**src/rtl/vlc_pkg.sv**
```systemverilog
// Shared types and width helpers for the VLC serial feed arbiter.
//   state_t  : feed FSM states
//   cnt_w()  : counter width able to index 0..n-1 (never below 1 bit)
//   gap_last(): terminal value of the gap counter (0 when the gap is disabled)
package vlc_pkg;

  typedef enum logic [1:0] {
    IDLE  = 2'd0,
    SHIFT = 2'd1,
    STALL = 2'd2,
    GAP   = 2'd3
  } state_t;

  function automatic int unsigned cnt_w(input int unsigned n);
    return (n <= 1) ? 1 : $clog2(n);
  endfunction

  function automatic int unsigned gap_last(input int unsigned g);
    return (g == 0) ? 0 : g - 1;
  endfunction

endpackage

```
**src/rtl/vlc_rr_arbiter.sv**
```systemverilog
// Combinational round-robin picker: first asserted request strictly after
// ptr, wrapping around.
//   req    : request vector
//   ptr    : index of the previous winner
//   gnt_c  : one-hot grant
//   idx_c  : index of the granted request
//   any_c  : at least one request asserted
module vlc_rr_arbiter #(
  parameter int unsigned NUM_REQ = 2,
  parameter int unsigned IDX_W   = 1
) (
  input  logic [NUM_REQ-1:0] req,
  input  logic [IDX_W-1:0]   ptr,
  output logic [NUM_REQ-1:0] gnt_c,
  output logic [IDX_W-1:0]   idx_c,
  output logic               any_c
);

  logic [IDX_W-1:0] cand;

  // Scan ptr+1 .. ptr+NUM_REQ modulo NUM_REQ; first hit wins.
  always_comb begin
    gnt_c = '0;
    idx_c = '0;
    any_c = 1'b0;
    cand  = '0;
    for (int unsigned i = 1; i <= NUM_REQ; i++) begin
      cand = IDX_W'((32'(ptr) + i) % NUM_REQ);
      if (!any_c && req[cand]) begin
        any_c       = 1'b1;
        idx_c       = cand;
        gnt_c[cand] = 1'b1;
      end
    end
  end

endmodule

```
**src/rtl/vlc_feed_arbiter.sv**
```systemverilog
// Shares the VLC serial input between NUM_REQ word-parallel producers.
// Frames are granted round-robin, words are serialized MSB-first one bit
// per clock, and a fixed idle gap follows every frame.
//   clk, rst     : clock, synchronous active-low reset
//   req_valid    : per-requester word valid
//   req_data     : per-requester word, requester i at [i*WORD_W +: WORD_W]
//   req_last     : per-requester final-word-of-frame flag
//   req_ready    : combinational accept (at most one bit set)
//   data_in      : serial bit to the VLC (registered)
//   din_valid    : serial bit valid (registered)
//   grant_id     : current/last granted requester
//   busy         : FSM is in SHIFT, STALL or GAP
//   frames_done  : completed frame counter, wraps silently
module vlc_feed_arbiter
  import vlc_pkg::*;
#(
  parameter int unsigned NUM_REQ    = 2,
  parameter int unsigned WORD_W     = 8,
  parameter int unsigned GAP_CYCLES = 2,
  parameter int unsigned CNT_W      = 16
) (
  input  logic                        clk,
  input  logic                        rst,
  input  logic [NUM_REQ-1:0]          req_valid,
  input  logic [NUM_REQ*WORD_W-1:0]   req_data,
  input  logic [NUM_REQ-1:0]          req_last,
  output logic [NUM_REQ-1:0]          req_ready,
  output logic                        data_in,
  output logic                        din_valid,
  output logic [$clog2(NUM_REQ)-1:0]  grant_id,
  output logic                        busy,
  output logic [CNT_W-1:0]            frames_done
);

  localparam int unsigned IDX_W    = $clog2(NUM_REQ);
  localparam int unsigned BIT_W    = cnt_w(WORD_W);
  localparam int unsigned BIT_LAST = WORD_W - 1;
  localparam int unsigned GAP_W    = cnt_w(GAP_CYCLES);
  localparam int unsigned GAP_LAST = gap_last(GAP_CYCLES);

  state_t             state, state_nxt;
  logic [WORD_W-1:0]  shreg, shreg_nxt;
  logic [BIT_W-1:0]   bit_cnt, bit_cnt_nxt;
  logic [GAP_W-1:0]   gap_cnt, gap_cnt_nxt;
  logic               last_q, last_nxt;
  logic [IDX_W-1:0]   grant_q, grant_nxt;
  logic [IDX_W-1:0]   rr_ptr, rr_ptr_nxt;
  logic               data_q, data_nxt;
  logic               dvalid_q, dvalid_nxt;
  logic               busy_q;
  logic [CNT_W-1:0]   frames_q, frames_nxt;

  logic [NUM_REQ-1:0] ready_c;
  logic               load_c;
  logic [IDX_W-1:0]   sel_c;
  logic [WORD_W-1:0]  word_c;
  logic               word_last_c;

  logic [NUM_REQ-1:0] arb_gnt_c;
  logic [IDX_W-1:0]   arb_idx_c;
  logic               arb_any_c;

  vlc_rr_arbiter #(
    .NUM_REQ (NUM_REQ),
    .IDX_W   (IDX_W)
  ) u_rr (
    .req   (req_valid),
    .ptr   (rr_ptr),
    .gnt_c (arb_gnt_c),
    .idx_c (arb_idx_c),
    .any_c (arb_any_c)
  );

  // Word source: arbiter winner when idle, otherwise the frame owner.
  assign sel_c       = (state == IDLE) ? arb_idx_c : grant_q;
  assign word_c      = req_data[32'(sel_c)*WORD_W +: WORD_W];
  assign word_last_c = req_last[sel_c];

  // Next-state, datapath and handshake decode.
  always_comb begin
    state_nxt   = state;
    shreg_nxt   = shreg;
    bit_cnt_nxt = bit_cnt;
    gap_cnt_nxt = gap_cnt;
    last_nxt    = last_q;
    grant_nxt   = grant_q;
    rr_ptr_nxt  = rr_ptr;
    frames_nxt  = frames_q;
    data_nxt    = 1'b0;
    dvalid_nxt  = 1'b0;
    ready_c     = '0;
    load_c      = 1'b0;

    case (state)
      IDLE: begin
        if (arb_any_c) begin
          ready_c    = arb_gnt_c;
          load_c     = 1'b1;
          grant_nxt  = arb_idx_c;
          rr_ptr_nxt = arb_idx_c;
        end
      end

      SHIFT: begin
        if (bit_cnt == BIT_W'(BIT_LAST)) begin
          // Final bit on the wire: finish the frame, chain the next word,
          // or wait for the owner.
          if (last_q) begin
            frames_nxt = frames_q + CNT_W'(1);
            if (GAP_CYCLES == 0) begin
              state_nxt = IDLE;
            end else begin
              state_nxt   = GAP;
              gap_cnt_nxt = '0;
            end
          end else if (req_valid[grant_q]) begin
            ready_c[grant_q] = 1'b1;
            load_c           = 1'b1;
          end else begin
            state_nxt = STALL;
          end
        end else begin
          dvalid_nxt  = 1'b1;
          data_nxt    = shreg[WORD_W-1];
          shreg_nxt   = shreg << 1;
          bit_cnt_nxt = bit_cnt + BIT_W'(1);
        end
      end

      STALL: begin
        if (req_valid[grant_q]) begin
          ready_c[grant_q] = 1'b1;
          load_c           = 1'b1;
        end
      end

      GAP: begin
        if (gap_cnt == GAP_W'(GAP_LAST)) begin
          state_nxt = IDLE;
        end else begin
          gap_cnt_nxt = gap_cnt + GAP_W'(1);
        end
      end

      default: state_nxt = IDLE;
    endcase

    // Accepted word: MSB goes straight to the output register, the rest
    // waits in the shifter.
    if (load_c) begin
      data_nxt    = word_c[WORD_W-1];
      dvalid_nxt  = 1'b1;
      shreg_nxt   = word_c << 1;
      last_nxt    = word_last_c;
      bit_cnt_nxt = '0;
      state_nxt   = SHIFT;
    end
  end

  // State and datapath registers.
  always_ff @(posedge clk) begin
    if (!rst) begin
      state    <= IDLE;
      shreg    <= '0;
      bit_cnt  <= '0;
      gap_cnt  <= '0;
      last_q   <= 1'b0;
      grant_q  <= '0;
      rr_ptr   <= IDX_W'(NUM_REQ - 1);
      data_q   <= 1'b0;
      dvalid_q <= 1'b0;
      busy_q   <= 1'b0;
      frames_q <= '0;
    end else begin
      state    <= state_nxt;
      shreg    <= shreg_nxt;
      bit_cnt  <= bit_cnt_nxt;
      gap_cnt  <= gap_cnt_nxt;
      last_q   <= last_nxt;
      grant_q  <= grant_nxt;
      rr_ptr   <= rr_ptr_nxt;
      data_q   <= data_nxt;
      dvalid_q <= dvalid_nxt;
      busy_q   <= (state_nxt != IDLE);
      frames_q <= frames_nxt;
    end
  end

  // No handshake may complete while reset is being sampled.
  assign req_ready   = rst ? ready_c : '0;
  assign data_in     = data_q;
  assign din_valid   = dvalid_q;
  assign grant_id    = grant_q;
  assign busy        = busy_q;
  assign frames_done = frames_q;

endmodule

```
**config.mk**
```make
export PLATFORM = sky130hd
export DESIGN_NAME = vlc_feed_arbiter
export DESIGN_NICKNAME = d
export VERILOG_FILES = /design/src/rtl/vlc_pkg.sv /design/src/rtl/vlc_rr_arbiter.sv /design/src/rtl/vlc_feed_arbiter.sv
export SDC_FILE = /design/constraint.sdc
export NUM_CORES = 1
export LEC_CHECK = 0
export BUFFER_PORTS_ARGS = -buffer_cell sky130_fd_sc_hd__buf_2
export CAP_MARGIN = 20
export CORE_ASPECT_RATIO = 1.2
export CORE_MARGIN = 3
export CORE_UTILIZATION = 52
export DETAILED_ROUTE_END_ITERATION = 6
export PLACE_DENSITY = 0.78
export SLEW_MARGIN = 30
export SYNTH_ARGS = -nofsm -noshare
export SYNTH_HDL_FRONTEND = slang
export SYNTH_SLANG_ARGS = --single-unit
```
**constraint.sdc**
```tcl
create_clock -name clk -period 2.85 [get_ports clk]
set_input_delay 0 -clock clk [delete_from_list [all_inputs] [get_ports clk]]
set_output_delay 0 -clock clk [all_outputs]
set_load 0.05 [all_outputs]
```
# [Yosys cells after proc, flatten, opt, wreduce, memory -nomap -nowiden]
# Index checks and enable logic that the tools add are counted.
[classes] n_addsub=5 mul=0 n_div=0 magnitude_cmp=7 n_eq_ne=7 shift=1 n_mux=51 bitwise=3 reduce_logical=15
[op_table] cell="two-way mux 1 bit" count=29
[op_table] cell="two-way mux 2 bit" count=12
[op_table] cell="two-way mux 8 bit" count=3
[op_table] cell="adder 16 x 1 -> 16 bit (second input constant)" count=1
[op_table] cell="variable part select 16 x 5 -> 8 bit" count=1
[op_table] cell="< comparator 1 x 2 -> 1 bit (second input constant)" count=4
[op_table] cell="inequality test 2 bit (second input constant)" count=3
[op_table] cell="one-hot mux 2 bit (3 select lines)" count=1
[op_table] cell="AND reduction 2 bit" count=3
[op_table] cell="AND reduction 3 bit" count=2
[op_table] cell="nonzero test 2 bit" count=3
[op_table] cell="equality test 2 bit (second input constant)" count=2
[op_table] cell="logical AND 1 bit" count=4
[op_table] cell="one-hot mux 2 bit (2 select lines)" count=1
[op_table] cell="adder 1 bit (second input constant)" count=3
[op_table] cell="adder 3 x 1 -> 3 bit (second input constant)" count=1
[op_table] cell="demux 1 bit (select 1 bit)" count=3
[op_table] cell="equality test 3 bit (second input constant)" count=1
[op_table] cell="greater-or-equal comparator 1 bit (second input constant)" count=3
[op_table] cell="one-hot mux 1 bit (3 select lines)" count=1
[op_table] cell="equality test 2 x 1 -> 1 bit (second input constant)" count=1
[op_table] cell="logical NOT 2 bit" count=1
[op_table] cell="NOT 1 bit" count=2
[op_table] cell="bitwise OR 2 bit" count=1
[op_table] cell="3 further kinds" count=3
[word_totals] regBits=35 latchBits=0 mem_bits_rw=0 romBits=0 out_inout_bits=22 elab_cells=100 memories=0

# [Depth between registers and ports, before layout]
[logic_depth] depth_word=11 depth_mapped=7 mapped_depth_nobuf=6

# [Hierarchy]
# From an unflattened synthesis, not the netlist that was laid out.
[unflattened] cells_unflattened=212 hier_area_um2=1813.0
[by_module_without_submodules] module="vlc_feed_arbiter" n_inst=1 cells_each=207 area_per_inst_um2=1780.5 seq_area_each_um2=700.7
[by_module_without_submodules] module="vlc_rr_arbiter" n_inst=1 cells_each=5 area_per_inst_um2=32.5 seq_area_each_um2=0.0

# [Least setup slack after synthesis]
# Ideal clock, no wire load.
[synth_path] path_kind="flip-flop to flip-flop" from="register frames_q[4] (netlist: frames_done[4])" to="register frames_q[12] (netlist: frames_done[12])" t_arrival_ps=1976 setup_slack_ps=804 path_stages_with_launch=5 path_buffers=0 cell_sequence="dfxtp_1 nand4_2 or3_4 or4_1 a21oi_1"
[synth_between] elab_chain_cells=1
[synth_lines] item="start, declared" line_no="vlc_feed_arbiter.sv:51" source="logic [CNT_W-1:0] frames_q, frames_nxt;"
[synth_lines] item="start signal, assigned" line_no="vlc_feed_arbiter.sv:185" source="frames_q <= frames_nxt;"
[synth_lines] item="adder 16 x 1 -> 16 bit" line_no="vlc_feed_arbiter.sv:109" source="frames_nxt = frames_q + CNT_W'(1);"
# Every way passes these cells.
# A chain may end at the register's enable or synchronous reset.

# [Worst setup path after layout]
[layout_path] from="register bit_cnt[0]" to="register shreg[1]"
[layout_between] elab_chain_cells=5
[layout_lines] item="start, declared" line_no="vlc_feed_arbiter.sv:43" source="logic [BIT_W-1:0] bit_cnt, bit_cnt_nxt;"
[layout_lines] item="start signal, assigned" line_no="vlc_feed_arbiter.sv:177" source="bit_cnt <= bit_cnt_nxt;"
[layout_lines] item="equality test 3 bit (*)" line_no="vlc_feed_arbiter.sv:105" source="if (bit_cnt == BIT_W'(BIT_LAST)) begin"
[layout_lines] item="two-way mux 1 bit" line_no="vlc_feed_arbiter.sv:105"
[layout_lines] item="one-hot mux 1 bit (3 select lines)" line_no="vlc_feed_arbiter.sv:94" source="case (state)"
[layout_lines] item="inequality test 2 bit (no line) / nonzero test 2 bit (equally long branches)"
[layout_lines] item="AND reduction 2 bit (no line)"
[layout_lines] item="end signal, assigned" line_no="vlc_feed_arbiter.sv:176" source="shreg <= shreg_nxt;"
[layout_lines] item="end, declared" line_no="vlc_feed_arbiter.sv:42" source="logic [WORD_W-1:0] shreg, shreg_nxt;"
# Every way passes the cells marked *; elsewhere a longest branch is shown, timed or not.

==> results.md <==
- Status: finished clean
- Prevailing post-synth register cell: dfxtp_1
- Clock skew: 0.00470 ns
- Fillers: 260
- Critical Path Max Stage Delay: 0.58 ns
- Io pins: 44
- CP startpoint kind: register
- Met3 wire length: 224 um
- Internal power: 0.747 mW
- Number of antenna-violating nets in the routed design: 0
- Sw frac: 26.8%
- Tcrit/Tclk final: 84.6%
- Crit path DAT: 2.69 ns
- PortBufs: 43
- Initial antenna violation count: 0
- Final nets: approximately 280
- Total of max-cap violations: 0
- Highest Clock Rate: just over 400 MHz
- Sequential fraction of the synthesis area: 39.4%
- Placement Setup Slack: 0.881 ns
- Reg power frac: about half
- R2R setup slack: 0.44 ns
- Number of global-route vias before repair: 1,619
- CP most frequent cell: ha_1
- Distinct cells, synth: 43
- Fraction of layout cells with a size suffix above 1: 26.1%
- Switch Pwr: 0.274 mW
- Vias: 1,622
- Clock share of power: 30.0%
- Via/cell ratio: 5.54
- Worst endpoint required time: 3.13 ns
- Max clock buf depth: 2
- Top sig layer: met4
- Worst Slack Setup Final: 0.439 ns
- Crit. End Element: register
- Later-pin clock latency in the skew report: 0.34 ns
- Die Wd: around 60 um
- Post-synth EDFFs: 0
- Fin. Hold Viols: 0
- Leak: 1.02 nW
- Relative slew slack: between 50% and 60%
- Max FO, Critical Path: 13
- M1 wire length: 1.62 mm
- Avg WL per Cell: 13.1 um
- Routed WL: approximately 3.8 mm
- Ant. Diodes: 0
- GRT Overall Usage: 20.4%
- H-tree lvl count: 2
- Worst Tran Pin Value: 0.699 ns
- CTS tree: yes
- Post-cts sizing count: 0
- P&R area growth vs syn: 26.4%
- DIE HEIGHT: 70.1 um
- Slowest CP cell: dlygate4sd3_1
- Max-slew violations: 0
- Reg clk slew, reported paths: 0.10 ns
- Initial Util: 56.2%
- First-pass GRT wire length: 6.61 mm
- Yosys reg bits: 35
- CP cell instances: ha_1 > ha_1 > nand3b_1 > nor3_1 > buf_4 > or2_2 > a311oi_1 > dlygate4sd3_1
- Mapped Nets: around 220
- Cells after DPL: 268
- Setup-violating endpoint count in the final report: 0
- Placed instance area: 0.00201 sq mm
- Core ar.: ~0.0032 sq mm
- RSZ-0062 raised after global routing: false
- CP Class: register to register
- Final Critical Period: 2.41 ns
- # rows: 22
- Detailed Place HPWL: approximately 2.5 mm
- Finished Cell Area: 0.00225 sq mm
- Hold Path Class: input pin to register
- Cell taking the most area after synthesis: dfxtp_1
- CTS buffer count: 5
- VDD IR max: 0.415 mV
- DR iter-0 viols: 85
- DR pass1 iterations: 4
- Clock Tree Root: clkbuf_4
- Synth Area per Inst: 8.99 sq um
- Hold-fix buffers at CTS: 17
- Gr ovfl total: 0
- Power Total: 1.02 mW
- DRC: 0
- Synth Instances: 198
- Setup TNS Final: 0 ns
- Area share of the largest cell type after synthesis: between 30% and 40%
- Largest cells by area after synthesis: dfxtp_1, mux2i_1, xnor2_1
- Clock sink count: 35
- Setup Fix Bufs, Post-CTS: 0
- Fin cells: 293
- Synth async-reset ratio: 0%
- Largest net degree at the start of global routing: 23
- PwrDens: 454 mW/mm^2
- Final GP Congestion: 0.767
- YS warnings: 0
- Met2 routed WL: 1.93 mm
- Cell area after synthesis: ~0.0018 sq mm
- Die ar.: 0.00416 sq mm
- Comb power frac: 18.3%
==> synthesized netlist by cell type (2+ instances only) <==
| cell | number |
|---|---|
| nand3_1 | 6 |
| nand3b_1 | 2 |
| xnor2_1 | 8 |
| a2bb2oi_1 | 2 |
| nand4_1 | 2 |
| inv_1 | 5 |
| a21oi_1 | 13 |
| and3_1 | 2 |
| nand2b_1 | 4 |
| a211oi_1 | 3 |
| xor2_1 | 2 |
| dfxtp_1 | 35 |
| or4_1 | 2 |
| nor4_1 | 3 |
| clkbuf_1 | 5 |
| nor3_1 | 8 |
| a311oi_1 | 2 |
| nor2_1 | 15 |
| mux2_2 | 6 |
| ha_1 | 4 |
| nor3b_1 | 2 |
| o21a_1 | 2 |
| nand2_1 | 17 |
| o21ai_0 | 3 |
| buf_2 | 7 |
| mux2i_1 | 12 |
| o31ai_1 | 9 |
| nor2b_1 | 2 |
==> layout make-up <==
cell class	count	area, sq um	area share [%]
multi-input cells	145	1000	44.5
flip-flops and latches	35	701	31.1
inverters	5	18.8	0.834
well taps	36	45.0	2.00
repair buffers	64	415	18.5
clock buffers	8	68.8	3.06
==> cells in the final DEF, fill, tap and decap left out, types with 2 or more instances in the layout <==
| master | netlist | layout |
|---|---|---|
| mux2i_1 | 12 | 12 |
| o31ai_1 | 9 | 9 |
| xnor2_1 | 8 | 8 |
| nand3_1 | 6 | 6 |
| nand2_1 | 17 | 17 |
| xor2_1 | 2 | 2 |
| or4_1 | 2 | 2 |
| a21oi_1 | 13 | 13 |
| a311oi_1 | 2 | 2 |
| nor4_1 | 3 | 3 |
| buf_4 | 0 | 4 |
| o21a_1 | 2 | 2 |
| nor2_1 | 15 | 15 |
| and3_1 | 2 | 2 |
| nand3b_1 | 2 | 2 |
| nor3b_1 | 2 | 2 |
| a2bb2oi_1 | 2 | 2 |
| a211oi_1 | 3 | 3 |
| nand4_1 | 2 | 2 |
| mux2_2 | 6 | 6 |
| ha_1 | 4 | 4 |
| nand2b_1 | 4 | 4 |
| clkbuf_8 | 0 | 2 |
| o21ai_0 | 3 | 3 |
| dfxtp_1 | 35 | 35 |
| nor3_1 | 8 | 8 |
| buf_2 | 7 | 43 |
| nor2b_1 | 2 | 2 |
| inv_1 | 5 | 5 |
| clkbuf_4 | 0 | 5 |
| dlygate4sd3_1 | 0 | 17 |
==> state kept, by name, summed over array words and instances, names as in the netlist, 2 cells and up <==
signal / flops
frames_done: 16
shreg: 7
bit_cnt: 3
state: 2
==> worst max-delay path: cells and delay by family, from the launching register on <==
kind	cells	cell delay, ns
buffers and inverters	2	0.77
AND/OR/NAND/NOR	3	0.57
adder cells (fa/ha/maj)	2	0.44
flip-flops	1	0.33
AO/OA/AOI/OAI	1	0.24
==> power by group through the flow <==
stage	combinational (mW)	clock (mW)	sequential (mW)
floorplan	0.109	0	0.548
global placement	0.155	0	0.538
detailed placement	0.158	0	0.539
CTS	0.185	0.313	0.527
global route	0.204	0.330	0.532
finish	0.187	0.306	0.528
==> cells by family after synthesis <==
logic type,count (synthesis),share of synthesized area (%)
flip-flops,35,39.4
adder cells (fa/ha/maj),4,2.81
AO/OA/AOI/OAI,40,15.4
buffers and inverters,18,4.36
AND/OR/NAND/NOR,73,22.6
multiplexers,18,10.5
XOR/XNOR,10,4.92
==> per-stage QoR <==
stage	utilization, %	hold WS [ns]
after floorplan	-	0.159
after global placement	63.6	0.280
after detailed placement	63.6	0.285
after CTS	71.1	0.00523
after global routing	71.1	0.00966
final	71.1	0.00219
==> final timing paths <==
kind         depth (start not counted)       end   startpoint
max                                  8  shreg[1]   bit_cnt[0]
min                                  3    last_q  req_last[1]
max reg2reg                          8  shreg[1]   bit_cnt[0]
min reg2reg                          2   gap_cnt      gap_cnt
==> routing by layer <==
layer | vias up | track usage [%]
li1 | 828 | -
met1 | 739 | 21.6
met2 | 49 | 36.2
met3 | 6 | 7.39
met4 | 0 | 6.05
met5 | - | 0
Note: power is estimated with default switching activity, not from simulation.
